**config.mk**
```make
export PLATFORM = sky130hd
export DESIGN_NAME = int_arbiter_flat
export DESIGN_NICKNAME = d
export VERILOG_FILES = /design/src/rtl/int_arbiter_if.sv /design/src/rtl/int_arbiter.sv /design/src/flat_wrapper.sv
export SDC_FILE = /design/constraint.sdc
export NUM_CORES = 1
export LEC_CHECK = 0
export BUFFER_PORTS_ARGS = -buffer_cell sky130_fd_sc_hd__buf_2
export CAP_MARGIN = 25
export CORE_UTILIZATION = 35
export CTS_CLUSTER_SIZE = 10
export DETAILED_ROUTE_END_ITERATION = 6
export GPL_ROUTABILITY_DRIVEN = 0
export HOLD_SLACK_MARGIN = 0.05
export PLACE_DENSITY = 0.63
export SYNTH_ARGS = -nofsm -noshare
export SYNTH_HDL_FRONTEND = slang
export SYNTH_SLANG_ARGS = --single-unit
```
**constraint.sdc**
```tcl
create_clock -name clk -period 66.7 [get_ports clk]
set_clock_uncertainty 0.15 [all_clocks]
set_input_delay 3.335 -clock clk [delete_from_list [all_inputs] [get_ports clk]]
set_output_delay 3.335 -clock clk [all_outputs]
set_load 0.02 [all_outputs]
```
**src/rtl/int_arbiter_if.sv**
```systemverilog
// -----------------------------------------------------------------------------
// int_arbiter_if
// Bundle of the interrupt source, arbitration and trap handshake signals that
// connect int_arbiter to the interrupt lines and the trap unit.
//
// Parameters : NSRC  - number of interrupt sources
//              PRIOW - priority width
// Modports   : slave  - the arbiter (consumes sources/controls, drives results)
//              master - the surrounding logic (drives sources/controls)
// Signals    : IntSrc/IntEdge/IntEn/IntPrio/Threshold/GlobalEn - source side
//              TakenM/ReturnM                                  - trap unit
//              IntReqM/IntIdM/IntPrioM                         - request
//              PendingM/CurLevel/NestOvf                       - status
// -----------------------------------------------------------------------------
interface int_arbiter_if #(
  parameter int NSRC  = 16,
  parameter int PRIOW = 3
);
  localparam int IDW = $clog2(NSRC);

  logic [NSRC-1:0]       IntSrc;
  logic [NSRC-1:0]       IntEdge;
  logic [NSRC-1:0]       IntEn;
  logic [NSRC*PRIOW-1:0] IntPrio;
  logic [PRIOW-1:0]      Threshold;
  logic                  GlobalEn;
  logic                  TakenM;
  logic                  ReturnM;
  logic                  IntReqM;
  logic [IDW-1:0]        IntIdM;
  logic [PRIOW-1:0]      IntPrioM;
  logic [NSRC-1:0]       PendingM;
  logic [PRIOW-1:0]      CurLevel;
  logic                  NestOvf;

  modport slave (
    input  IntSrc, IntEdge, IntEn, IntPrio, Threshold, GlobalEn, TakenM, ReturnM,
    output IntReqM, IntIdM, IntPrioM, PendingM, CurLevel, NestOvf
  );

  modport master (
    output IntSrc, IntEdge, IntEn, IntPrio, Threshold, GlobalEn, TakenM, ReturnM,
    input  IntReqM, IntIdM, IntPrioM, PendingM, CurLevel, NestOvf
  );
endinterface

```
**src/rtl/int_arbiter.sv**
```systemverilog
// -----------------------------------------------------------------------------
// int_arbiter
// Interrupt aggregation and prioritisation unit in front of the trap logic.
// Latches level/edge sources, selects the highest-priority enabled pending
// source above max(Threshold, CurLevel) (ties to lowest index) and presents it
// on a registered request. A take (TakenM while IntReqM) clears an edge
// source's pending bit and, with nesting, raises CurLevel.
//
// Optional feature: define INTARB_NEST_EN to build the DEPTH-entry level stack
// (preemptive nesting, ReturnM pops, NestOvf on push into a full stack).
// Without it CurLevel is 0, ReturnM is ignored and NestOvf is 0.
//
// Ports : clk   - core clock
//         reset - synchronous, active-high reset
//         bus   - int_arbiter_if.slave (sources, controls, request, status)
// Parameters NSRC/PRIOW must match those of the connected interface.
// -----------------------------------------------------------------------------
module int_arbiter #(
  parameter int NSRC  = 16,
  parameter int PRIOW = 3,
  parameter int DEPTH = 4
) (
  input  logic          clk,
  input  logic          reset,
  int_arbiter_if.slave  bus
);
  localparam int IDW = $clog2(NSRC);

  logic [NSRC-1:0]  r_src_q;
  logic [NSRC-1:0]  r_pend;
  logic             r_req;
  logic [IDW-1:0]   r_id;
  logic [PRIOW-1:0] r_prio;

  logic             w_take;
  logic [NSRC-1:0]  w_set;
  logic [NSRC-1:0]  w_clr;
  logic [NSRC-1:0]  w_pend_next;
  logic [NSRC-1:0]  w_cand;
  logic [PRIOW-1:0] w_prio [NSRC];
  logic [PRIOW-1:0] w_cur_next;
  logic [PRIOW-1:0] w_floor;
  logic             w_win_found;
  logic [IDW-1:0]   w_win_id;
  logic [PRIOW-1:0] w_win_prio;

  // TakenM only counts against a request actually being presented.
  assign w_take = bus.TakenM & r_req;

  // Candidates must beat both the software threshold and the running level.
  assign w_floor = (bus.Threshold > w_cur_next) ? bus.Threshold : w_cur_next;

  genvar gi;
  generate
    for (gi = 0; gi < NSRC; gi++) begin : g_src
      assign w_prio[gi] = bus.IntPrio[gi*PRIOW +: PRIOW];
      assign w_set[gi]  = bus.IntSrc[gi] & ~r_src_q[gi];
      assign w_clr[gi]  = w_take & bus.IntEdge[gi] & (r_id == IDW'(gi));
      // Edge: sticky latch, a new edge beats a coinciding take clear.
      // Level: simply the registered line.
      assign w_pend_next[gi] = bus.IntEdge[gi] ? (w_set[gi] | (r_pend[gi] & ~w_clr[gi]))
                                               : bus.IntSrc[gi];
      assign w_cand[gi] = w_pend_next[gi] & bus.IntEn[gi] & bus.GlobalEn &
                          (w_prio[gi] > w_floor);
    end
  endgenerate

  // Ascending scan with strict '>' keeps the lowest index on a priority tie.
  always_comb begin
    w_win_found = 1'b0;
    w_win_id    = '0;
    w_win_prio  = '0;
    for (int i = 0; i < NSRC; i++) begin
      if (w_cand[i] && (!w_win_found || (w_prio[i] > w_win_prio))) begin
        w_win_found = 1'b1;
        w_win_id    = IDW'(i);
        w_win_prio  = w_prio[i];
      end
    end
  end

  always_ff @(posedge clk) begin
    if (reset) begin
      r_src_q <= '1;  // lines already high at release are not edges
      r_pend  <= '0;
      r_req   <= 1'b0;
      r_id    <= '0;
      r_prio  <= '0;
    end else begin
      r_src_q <= bus.IntSrc;
      r_pend  <= w_pend_next;
      r_req   <= w_win_found;
      r_id    <= w_win_id;
      r_prio  <= w_win_prio;
    end
  end

`ifdef INTARB_NEST_EN
  localparam int SPW  = $clog2(DEPTH + 1);
  localparam int IDXW = (DEPTH > 1) ? $clog2(DEPTH) : 1;

  logic [PRIOW-1:0] r_stack [DEPTH];
  logic [SPW-1:0]   r_sp;
  logic [PRIOW-1:0] r_cur;
  logic             r_ovf;
  logic             w_full;
  logic [IDXW-1:0]  w_top_idx;
  logic [IDXW-1:0]  w_push_idx;

  assign w_full     = (r_sp == SPW'(DEPTH));
  assign w_top_idx  = IDXW'(r_sp - 1'b1);
  assign w_push_idx = IDXW'(r_sp);

  // Take has precedence over a same-cycle return; popping empty yields 0.
  always_comb begin
    w_cur_next = r_cur;
    if (w_take) begin
      w_cur_next = r_prio;
    end else if (bus.ReturnM) begin
      w_cur_next = (r_sp == '0) ? '0 : r_stack[w_top_idx];
    end
  end

  always_ff @(posedge clk) begin
    if (reset) begin
      r_sp  <= '0;
      r_cur <= '0;
      r_ovf <= 1'b0;
    end else begin
      r_cur <= w_cur_next;
      if (w_take) begin
        if (w_full) begin
          r_ovf <= 1'b1;
        end else begin
          r_sp <= r_sp + 1'b1;
        end
      end else if (bus.ReturnM && (r_sp != '0)) begin
        r_sp <= r_sp - 1'b1;
      end
    end
  end

  // Stack storage needs no reset: the pointer alone defines validity.
  always_ff @(posedge clk) begin
    if (!reset && w_take && !w_full) begin
      r_stack[w_push_idx] <= r_cur;
    end
  end

  assign bus.CurLevel = r_cur;
  assign bus.NestOvf  = r_ovf;
`else
  localparam int unused_depth = DEPTH;
  logic w_unused_ret;

  assign w_unused_ret = bus.ReturnM;
  assign w_cur_next   = '0;
  assign bus.CurLevel = '0;
  assign bus.NestOvf  = 1'b0;
`endif

  assign bus.IntReqM  = r_req;
  assign bus.IntIdM   = r_id;
  assign bus.IntPrioM = r_prio;
  assign bus.PendingM = r_pend;
endmodule

```
**src/flat_wrapper.sv**
```systemverilog
// flat-port wrapper written by rule: the top's interface ports become plain ports
module int_arbiter_flat 
#(
  parameter int NSRC  = 16,
  parameter int PRIOW = 3,
  parameter int DEPTH = 4
)
  (clk, reset, bus_IntSrc, bus_IntEdge, bus_IntEn, bus_IntPrio, bus_Threshold, bus_GlobalEn, bus_TakenM, bus_ReturnM, bus_IntReqM, bus_IntIdM, bus_IntPrioM, bus_PendingM, bus_CurLevel, bus_NestOvf);
  int_arbiter_if #(.NSRC(NSRC), .PRIOW(PRIOW)) bus_i ();
  input  logic clk;
  input  logic reset;
  input wire logic [$bits(bus_i.IntSrc)-1:0] bus_IntSrc;
  input wire logic [$bits(bus_i.IntEdge)-1:0] bus_IntEdge;
  input wire logic [$bits(bus_i.IntEn)-1:0] bus_IntEn;
  input wire logic [$bits(bus_i.IntPrio)-1:0] bus_IntPrio;
  input wire logic [$bits(bus_i.Threshold)-1:0] bus_Threshold;
  input wire logic [$bits(bus_i.GlobalEn)-1:0] bus_GlobalEn;
  input wire logic [$bits(bus_i.TakenM)-1:0] bus_TakenM;
  input wire logic [$bits(bus_i.ReturnM)-1:0] bus_ReturnM;
  output wire logic [$bits(bus_i.IntReqM)-1:0] bus_IntReqM;
  output wire logic [$bits(bus_i.IntIdM)-1:0] bus_IntIdM;
  output wire logic [$bits(bus_i.IntPrioM)-1:0] bus_IntPrioM;
  output wire logic [$bits(bus_i.PendingM)-1:0] bus_PendingM;
  output wire logic [$bits(bus_i.CurLevel)-1:0] bus_CurLevel;
  output wire logic [$bits(bus_i.NestOvf)-1:0] bus_NestOvf;
  assign bus_i.IntSrc = bus_IntSrc;
  assign bus_i.IntEdge = bus_IntEdge;
  assign bus_i.IntEn = bus_IntEn;
  assign bus_i.IntPrio = bus_IntPrio;
  assign bus_i.Threshold = bus_Threshold;
  assign bus_i.GlobalEn = bus_GlobalEn;
  assign bus_i.TakenM = bus_TakenM;
  assign bus_i.ReturnM = bus_ReturnM;
  assign bus_IntReqM = bus_i.IntReqM;
  assign bus_IntIdM = bus_i.IntIdM;
  assign bus_IntPrioM = bus_i.IntPrioM;
  assign bus_PendingM = bus_i.PendingM;
  assign bus_CurLevel = bus_i.CurLevel;
  assign bus_NestOvf = bus_i.NestOvf;
  int_arbiter #(.NSRC(NSRC), .PRIOW(PRIOW), .DEPTH(DEPTH)) u_core (.clk(clk), .reset(reset), .bus(bus_i));
endmodule
```
==> out/summary.txt <==
Status - finished clean
CTS clock-pin slew for the worst setup and hold paths - 0.07 ns
Synth cell count leaders - ha_1, nand2_1, a21oi_1
Syn Inst Count - 633
CP top delay family - compound AO/OA/AOI/OAI gates
WP data arrival - 28.09 ns
IO buf count - 126
Root Driver - clkbuf_16
Tmin final - 28.09 ns
TritonCTS clock tree - done
Worst Path Max Fanout - 16
CP startpoint kind - input pin
FFs w/ async S/R, synth - 0%
Max clock buf depth - 2
Hold path start - u_core.r_src_q[13]
R2r startpoint - u_core.bus.IntIdM[2]
First-pass detailed-route iteration total - 5
Worst Setup SP - bus_Threshold[2]
TNS Setup - 0 ns
Max incr delay on CP - 0.72 ns
Hold_buf cts - 0
Static Leakage - 0.00279 µW
Die H - 121 µm
# rows - 42
Routed vias - 5,051
Final Hold Viols - 0
Core Box Area - 13,500 µm²
# nets final - 929
Worst Path Buf+Inv - 11
Area share of the largest cell type after synthesis - 18.1%
Clock Sinks - 40
GRT Overall Usage - 20.7%
ANT cells - 0
Die ar. - 14,500 µm²
Synth Area per Inst - 7.77 µm²
Mapped Area - 4920 µm²
Final critical-path share of the clock period - 42.1%
HP Class - flip-flop to flip-flop
Largest net degree at the start of global routing - 41
Initial DRC Count - 303
Max Cap Viol - 0
Setup repair bufs after CTS - 0
Worst setup margin - 38.61 ns
Post-CTS Resized - 0
H-tree depth - 2
Flops & latches, synth - 40
Drt total wl - 14,700 µm
Slowest CP cell - a31oi_1
Synth Flop Type - dfxtp_1
Layout area overhead - 19.8%
Synthesis Warnings - 0
WL/cell - 15.8 µm
Slew Viols, Final - 0
DP Wirelength - 12,000 µm
Most frequent cell after synthesis - ha_1
F_max - 35.6 MHz
Final setup fails - 0
FILL cells - 1,389
PwrDens - 17.8 nW/µm²
Post-DR vias/cell - 5.43
Post-synth EDFFs - 0
Starting density of the core - 36.6%
TritonCTS Buffers - 5
Place WS - 38.51 ns
Dominant cell type by area after synthesis - ha_1
Max_slew headroom - 29.5%
Worst vdd ir - 0.00000989 V
Register area share after synthesis - 16.3%
Crit Path Class - input pin to flip-flop
DR DRC count - 0
CP endpoint kind - flip-flop
Layout cells sized above 1 - 24.7%
Vias in the first global route - 4,720
Critical Path RT - 66.70 ns
Total congestion overflow - 0
First-pass GRT wire length - 23,900 µm
Initial antenna violation count - 0
Clk_lat worst skew - 0.29 ns
Antenna violation net count after detailed routing - 0
Worst slew pin tran - 1.05 ns
# IOs - 132
Main area contributors after synthesis - ha_1, dfxtp_1, a21oi_1
Cell variety after synth - 80
RSZ-0062 raised after global routing - no
Width of the die - 121 µm
-- worst register-to-register path, delay by kind of cell, from the launching register on --
family	cells	cell delay (ns)
fa+ha+maj	15	4.03
flops	1	0.39
compound gates	68	14.23
buf+inv	8	0.74
simple gates	28	4.38
mux	3	0.90
-- worst paths after layout --
kind,slack [ns],endpoint,cells past startpoint
worst max-delay path,38.61,u_core.bus.IntIdM[3],126
worst min-delay path,0.37,u_core.bus.PendingM[13],3
worst max register to register,41.73,u_core.bus.IntIdM[3],122
worst min register to register,0.37,u_core.bus.PendingM[13],3
-- layout make-up --
| cell class | count | area [µm²] | area share, % |
|---|---|---|---|
| Clock inverter | 2 | 60.1 | 1.02 |
| Inverter | 45 | 169 | 2.87 |
| Clock buffer | 5 | 125 | 2.12 |
| Multi-Input combinational cell | 534 | 3880 | 65.8 |
| Sequential cell | 40 | 801 | 13.6 |
| Timing Repair Buffer | 128 | 643 | 10.9 |
| Tap cell | 176 | 220 | 3.74 |
-- cell usage in the layout (no fill, tap or decap), types with 14 or more instances in the layout --
cell	count
nor3_1	14
nor2b_1	17
nor2_1	36
dfxtp_1	40
or2_2	23
a21oi_1	52
a21o_1	24
inv_1	45
ha_1	71
nand2_1	58
o21ai_0	27
buf_2	127
nand3_1	20
nand2b_1	20
-- power by group --
| group | internal [µW] | switching (µW) | total (µW) |
|---|---|---|---|
| Combinational | 19.7 | 25.8 | 45.6 |
| Clock | 21.3 | 10.5 | 31.8 |
| Sequential | 25.9 | 1.66 | 27.6 |
-- stage by stage --
step | cell area (µm²) | util (%) | hold WS (ns) | power [µW] | instances
floorplan | 4930 | - | 0.326 | 60.2 | 636
global placement | 5700 | 42.4 | 0.348 | 72.9 | 922
detailed placement | 5710 | 42.4 | 0.360 | 73.5 | 923
CTS | 5890 | 43.8 | 0.375 | 106 | 930
global route | 5890 | 43.8 | 0.411 | 113 | 930
finish | 5890 | 43.8 | 0.365 | 105 | 930
-- flip-flops by register name (all words and copies together), names as in the netlist --
name / flops
u_core.bus.IntReqM: 1
u_core.bus.IntIdM: 4
u_core.bus.IntPrioM: 3
u_core.r_src_q: 16
u_core.bus.PendingM: 16
-- kinds of logic after synthesis --
family,synth area share (%)
buf+inv,5.19
simple gates,24.9
other cells,0.0762
compound gates,32.7
fa+ha+maj,18.1
xor+xnor,0.534
mux,2.19
flops,16.3
-- routing by layer --
layer  wire, µm  share of wire, %  GRT usage (%)
met5          0                 0              0
met4        128              0.87           3.86
met3        655               4.5           2.78
met2       6950                47           35.9
met1       6970                47           27.5
No activity file was read; power rests on OpenSTA's default activity.
